===== src/rtl/inst_fetch_stage.sv =====
// Instruction fetch stage: walks the PC, drives BRAM port A as a read-only
// master and hands {inst, pc} to the decoder through a small skid buffer.
module inst_fetch_stage #(
    parameter int ADDR_W = 10,
    parameter int DATA_W = 36,
    parameter int DEPTH  = 2
) (
    input  logic              clock,
    input  logic              reset,
    input  logic              io_en,
    input  logic              io_flush,
    input  logic [ADDR_W-1:0] io_flushPC,
    output logic              io_bram_en,
    output logic              io_bram_writeEn,
    output logic [ADDR_W-1:0] io_bram_addr,
    output logic [DATA_W-1:0] io_bram_dataIn,
    input  logic [DATA_W-1:0] io_bram_dataOut,
    output logic              io_deq_valid,
    input  logic              io_deq_ready,
    output logic [DATA_W-1:0] io_deq_bits_inst,
    output logic [ADDR_W-1:0] io_deq_bits_pc
);

    localparam int PTR_W = (DEPTH > 1) ? $clog2(DEPTH) : 1;
    localparam int CNT_W = $clog2(DEPTH + 1);
    localparam logic [CNT_W:0] OCC_MAX = (CNT_W + 1)'(DEPTH);
    localparam logic [PTR_W-1:0] PTR_LAST = PTR_W'(DEPTH - 1);

    generate
        if (DEPTH < 2) begin : g_depth_check
            $error("inst_fetch_stage: DEPTH must be at least 2");
        end
    endgenerate

    logic [ADDR_W-1:0] pc_q, pc_d;
    logic              inflight_q, inflight_d;
    logic [ADDR_W-1:0] issued_pc_q, issued_pc_d;
    logic [CNT_W-1:0]  count_q, count_d;
    logic [PTR_W-1:0]  head_q, head_d;
    logic [PTR_W-1:0]  tail_q, tail_d;

    logic [DATA_W-1:0] inst_q [DEPTH];
    logic [ADDR_W-1:0] pcbuf_q [DEPTH];

    logic              deq_fire;
    logic              capture;
    logic              issue;
    logic [CNT_W:0]    occ;

    function automatic logic [PTR_W-1:0] ptr_next(input logic [PTR_W-1:0] p);
        return (p == PTR_LAST) ? '0 : p + PTR_W'(1);
    endfunction

    // Handshake, issue and capture decisions for this cycle.
    always_comb begin
        io_deq_valid = (count_q != '0);
        deq_fire     = io_deq_valid & io_deq_ready;
        occ          = {1'b0, count_q} + (CNT_W + 1)'(inflight_q);
        // Reset gating keeps the port quiet while reset is held.
        issue        = io_en & ~io_flush & ~reset
                     & ((occ < OCC_MAX) | deq_fire);
        capture      = inflight_q & ~io_flush;
    end

    // BRAM port A and decoder-side outputs.
    always_comb begin
        io_bram_en       = issue;
        io_bram_writeEn  = 1'b0;
        io_bram_addr     = pc_q;
        io_bram_dataIn   = '0;
        io_deq_bits_inst = inst_q[head_q];
        io_deq_bits_pc   = pcbuf_q[head_q];
    end

    // Next-state for PC, in-flight tracking and buffer bookkeeping.
    always_comb begin
        pc_d        = pc_q;
        inflight_d  = issue;
        issued_pc_d = issue ? pc_q : issued_pc_q;
        count_d     = count_q + CNT_W'(capture) - CNT_W'(deq_fire);
        head_d      = deq_fire ? ptr_next(head_q) : head_q;
        tail_d      = capture ? ptr_next(tail_q) : tail_q;
        if (io_flush) begin
            // Redirect drops everything buffered or still in flight.
            pc_d       = io_flushPC;
            inflight_d = 1'b0;
            count_d    = '0;
            head_d     = '0;
            tail_d     = '0;
        end else if (issue) begin
            pc_d = pc_q + ADDR_W'(1);
        end
    end

    // Control state registers.
    always_ff @(posedge clock or posedge reset) begin
        if (reset) begin
            pc_q        <= '0;
            inflight_q  <= 1'b0;
            issued_pc_q <= '0;
            count_q     <= '0;
            head_q      <= '0;
            tail_q      <= '0;
        end else begin
            pc_q        <= pc_d;
            inflight_q  <= inflight_d;
            issued_pc_q <= issued_pc_d;
            count_q     <= count_d;
            head_q      <= head_d;
            tail_q      <= tail_d;
        end
    end

    // Buffer payload; validity lives entirely in count/pointers.
    always_ff @(posedge clock) begin
        if (capture) begin
            inst_q[tail_q]  <= io_bram_dataOut;
            pcbuf_q[tail_q] <= issued_pc_q;
        end
    end

endmodule

===== config.mk =====
export PLATFORM = sky130hd
export DESIGN_NAME = inst_fetch_stage
export DESIGN_NICKNAME = d
export VERILOG_FILES = /design/src/rtl/inst_fetch_stage.sv
export SDC_FILE = /design/constraint.sdc
export NUM_CORES = 1
export LEC_CHECK = 0
export ABC_AREA = 0
export ABC_CLOCK_PERIOD_IN_PS = 3600
export BUFFER_PORTS_ARGS = -buffer_cell sky130_fd_sc_hd__buf_2
export CAP_MARGIN = 20
export CORE_MARGIN = 2
export CORE_UTILIZATION = 51
export DETAILED_ROUTE_END_ITERATION = 12
export PLACE_DENSITY = 0.8
export REMOVE_ABC_BUFFERS = 1
export SLEW_MARGIN = 5
export SYNTH_ARGS = -nofsm -noshare
export SYNTH_HDL_FRONTEND = slang
export SYNTH_SLANG_ARGS = --single-unit

===== constraint.sdc =====
create_clock -name clock -period 3.6 [get_ports clock]
set_clock_uncertainty 0.15 [all_clocks]
set_input_delay 0.18 -clock clock [delete_from_list [all_inputs] [get_ports clock]]
set_output_delay 0.18 -clock clock [all_outputs]
set_load 0.005 [all_outputs]

==> out/qor.txt <==
final hold slack - 0.0325 ns
First DRT Iteration DRCs - 70
asr flop ratio synth - 0.214
DRC - 0
first-pass GRT wire length - 14.1 mm
Starting Density - 0.528
cts bufs inserted - 17
Max Clk Rate - 403 MHz
most common cell in the netlist - edfxtp_1
I/O pin count - 146
Layout area overhead - 33.5%
Reg clk slew, reported paths - 0.05 ns
# fillers - 639
antenna-violating nets left - 0
height of the die - 102 microns
Setup CP Type - flop to primary output
Detailed Routing Iterations Pass 1 - 4
share of layout cells above drive strength 1 - 0.327
Rows - 35
cell taking the most area after synthesis - edfxtp_1
# H-tree levels - 4
vias in the first global route - 2,910
setup bufs post-CTS - 0
combinational power share - 0.100
Post-synth EDFFs - 92
Seq pwr share - 0.476
core footprint - 0.00928 sq mm
Longest Clk Path Bufs - 2
most instantiated cells after synthesis - 92 x edfxtp_1, 46 x mux2_1, 37 x buf_4
setup tns final - 0 ns
CP arrival - 2.15 ns
reg2reg start - inflight_q
multi-input logic area - 0.00129 sq mm
NetSw - 751 uW
Worst setup SP type - flop
clk_lat worst skew - 0.50 ns
static leakage - 0.00269 uW
fin. max-slew vios - 0
worst-path cell chain - mux2_1 -> buf_2
final setup fails - 0
CP delay by family, top - flip-flops
endpoint of the worst hold path - head_q
WP depth - 2
Synth area leaders - edfxtp_1 56%, dfrtp_1 13%, mux2_1 11%
PwrDens - 517 mW/mm^2
min Tclk post-route - 2.48 ns
Placer Congestion - 0.772
global-route usage over all layers - 0.182
initial antenna violation count - 0
Cell variety after synth - 44
Worst Max-Slew Pin Slew - 1.08 ns
Placed Area - 0.00545 sq mm
post-synth top area share - 0.563
clock share of power - 0.424
CP max-delay cell - dfrtp_2
port buffer count - 108
RSZ-0062 raised after global routing - no
largest net degree at the start of global routing - 48
Register-to-Register Setup Slack - 1.38 ns
drt total wl - 9.25 mm
Hold Path Stages - 4
HP Class - input port to flop
cell count after synthesis - 288
PostCTS Resize Cnt - 0
cts hold-fix bufs - 59
capturing point of the worst reg2reg path - inst_q[0][15]
CP required - 3.27 ns
mapped cell area - 0.00490 sq mm
Ys Warns - 0
fin crit share - 0.689
Yosys reg bits - 117
Max-Cap Viols - 0
DIE AREA - 0.0104 sq mm
total power - 3390 uW
per-cell routed wire length - 15.2 microns
post-layout instance area - 0.00655 sq mm
Slew HR - 0.277
Final Core Density - 0.705
hold_sp - io_deq_ready
Crit. End Element - primary output
CTS Sinks - 117
Root Buffer - clkbuf_8
Hold Vio Cnt, Final - 0
reg2reg path depth - 3
ANT cells - 0
Die Span X - 102 microns
Critical Path Fanout Max - 47
status - finished clean
register area - 0.00339 sq mm
layout net count - 521
Final HPWL DP - 5.37 mm
Pint - 2640 uW
Sw Share - 0.222
mean post-synth cell area - 17.0 sq um
sequential area share after synthesis - 0.691
CTS tree - built
crit-path max cell delay - 1.08 ns
crit path buf inv count - 1
Top FF cell, synth - edfxtp_1
GRT overflow - 0
vias - 2,934
Peak VDD IR - 0.282 mV
post-detailed-route via-to-cell ratio - 4.82
## area by class of cell
| class | count | area share |
|---|---|---|
| flip-flops and latches | 117 | 0.518 |
| multi-input cells | 157 | 0.197 |
| repair buffers | 170 | 0.176 |
| clock buffers | 19 | 0.0644 |
| well taps | 129 | 0.0246 |
| clock inverters | 12 | 0.0138 |
| inverters | 5 | 0.00611 |
## how the worst max path moves through the flow
| stage | startpoint | to | slack (ns) |
|---|---|---|---|
| after global placement | inflight_q | inst_q[0][32] | 1.45 |
| after CTS | head_q | io_deq_bits_inst[1] | 1.07 |
| final | head_q | io_deq_bits_inst[0] | 1.12 |
| after global routing | head_q | io_deq_bits_inst[0] | 1.01 |
| after floorplan | inflight_q | inst_q[0][0] | 0.26 |
| after detailed placement | inflight_q | inst_q[0][12] | 1.36 |
## kinds of logic after synthesis
kind of cell	after synthesis	synth area share
adder cells (fa/ha/maj)	2	0.00510
other	1	0.000765
XOR/XNOR	8	0.0143
AND/OR/NAND/NOR	32	0.0375
AO/OA/AOI/OAI	21	0.0383
multiplexers	57	0.138
flip-flops	117	0.691
buffers and inverters	50	0.0750
## state kept, by name, summed over array words and instances, names as in the netlist
name,flops
inflight_q,1
inst_q,72
pcbuf_q,20
issued_pc_q,10
count_q,2
tail_q,1
head_q,1
io_bram_addr,10
## through the flow
step,instances,setup slack [ns]
2_1_floorplan,279,0.260
3_3_place_gp,519,1.45
3_5_place_dp,519,1.36
4_1_cts,609,1.07
5_1_grt,609,1.01
6_report,609,1.12
## cell usage in the layout, fill, tap and decap left out, types with 2 or more instances in the layout
cell           netlist  routed
o21ai_1              6       6
nand2b_1             2       2
o31a_1               2       2
o211ai_1             3       3
ha_1                 2       2
xor2_1               6       6
nand2_1              9       9
conb_1               1      37
nor4_1               3       3
buf_2                3     108
mux2_4              10      10
clkinvlp_4           0       2
clkinv_2             0       5
inv_1                2       2
mux2_1              46      46
nand3_1              2       2
clkbuf_1             3       2
xnor2_1              2       2
edfxtp_1            92      92
clkinv_1             0       3
dlygate4sd3_1        0      59
clkbuf_16            0      16
buf_4               37       3
nor2_1               4       4
dfrtp_1             25      24
nor2b_1              3       2
a211o_1              2       2
o211a_1              2       2
## layer usage
metal,GRT usage,vias to the layer above,share of wire
met3,0.0643,11,0.064
li1,-,1367,-
met5,0,-,0
met2,0.321,113,0.51
met1,0.209,1443,0.41
met4,0.0554,0,0.0085
## worst reg2reg max path: cells and delay by family, from the launching register on
kind / cells / cell delay [ns]
flops: 1 / 0.47
simple gates: 2 / 0.78
buf+inv: 1 / 0.47
## power groups by stage
stage                     combinational (uW)  clock [uW]  sequential [uW]
after floorplan                          166           0             1620
after global placement                   275           0             1630
after detailed placement                 281           0             1640
after CTS                                337        1470             1610
after global routing                     373        1520             1620
final                                    340        1440             1610
(Power assumes the default switching activity.)
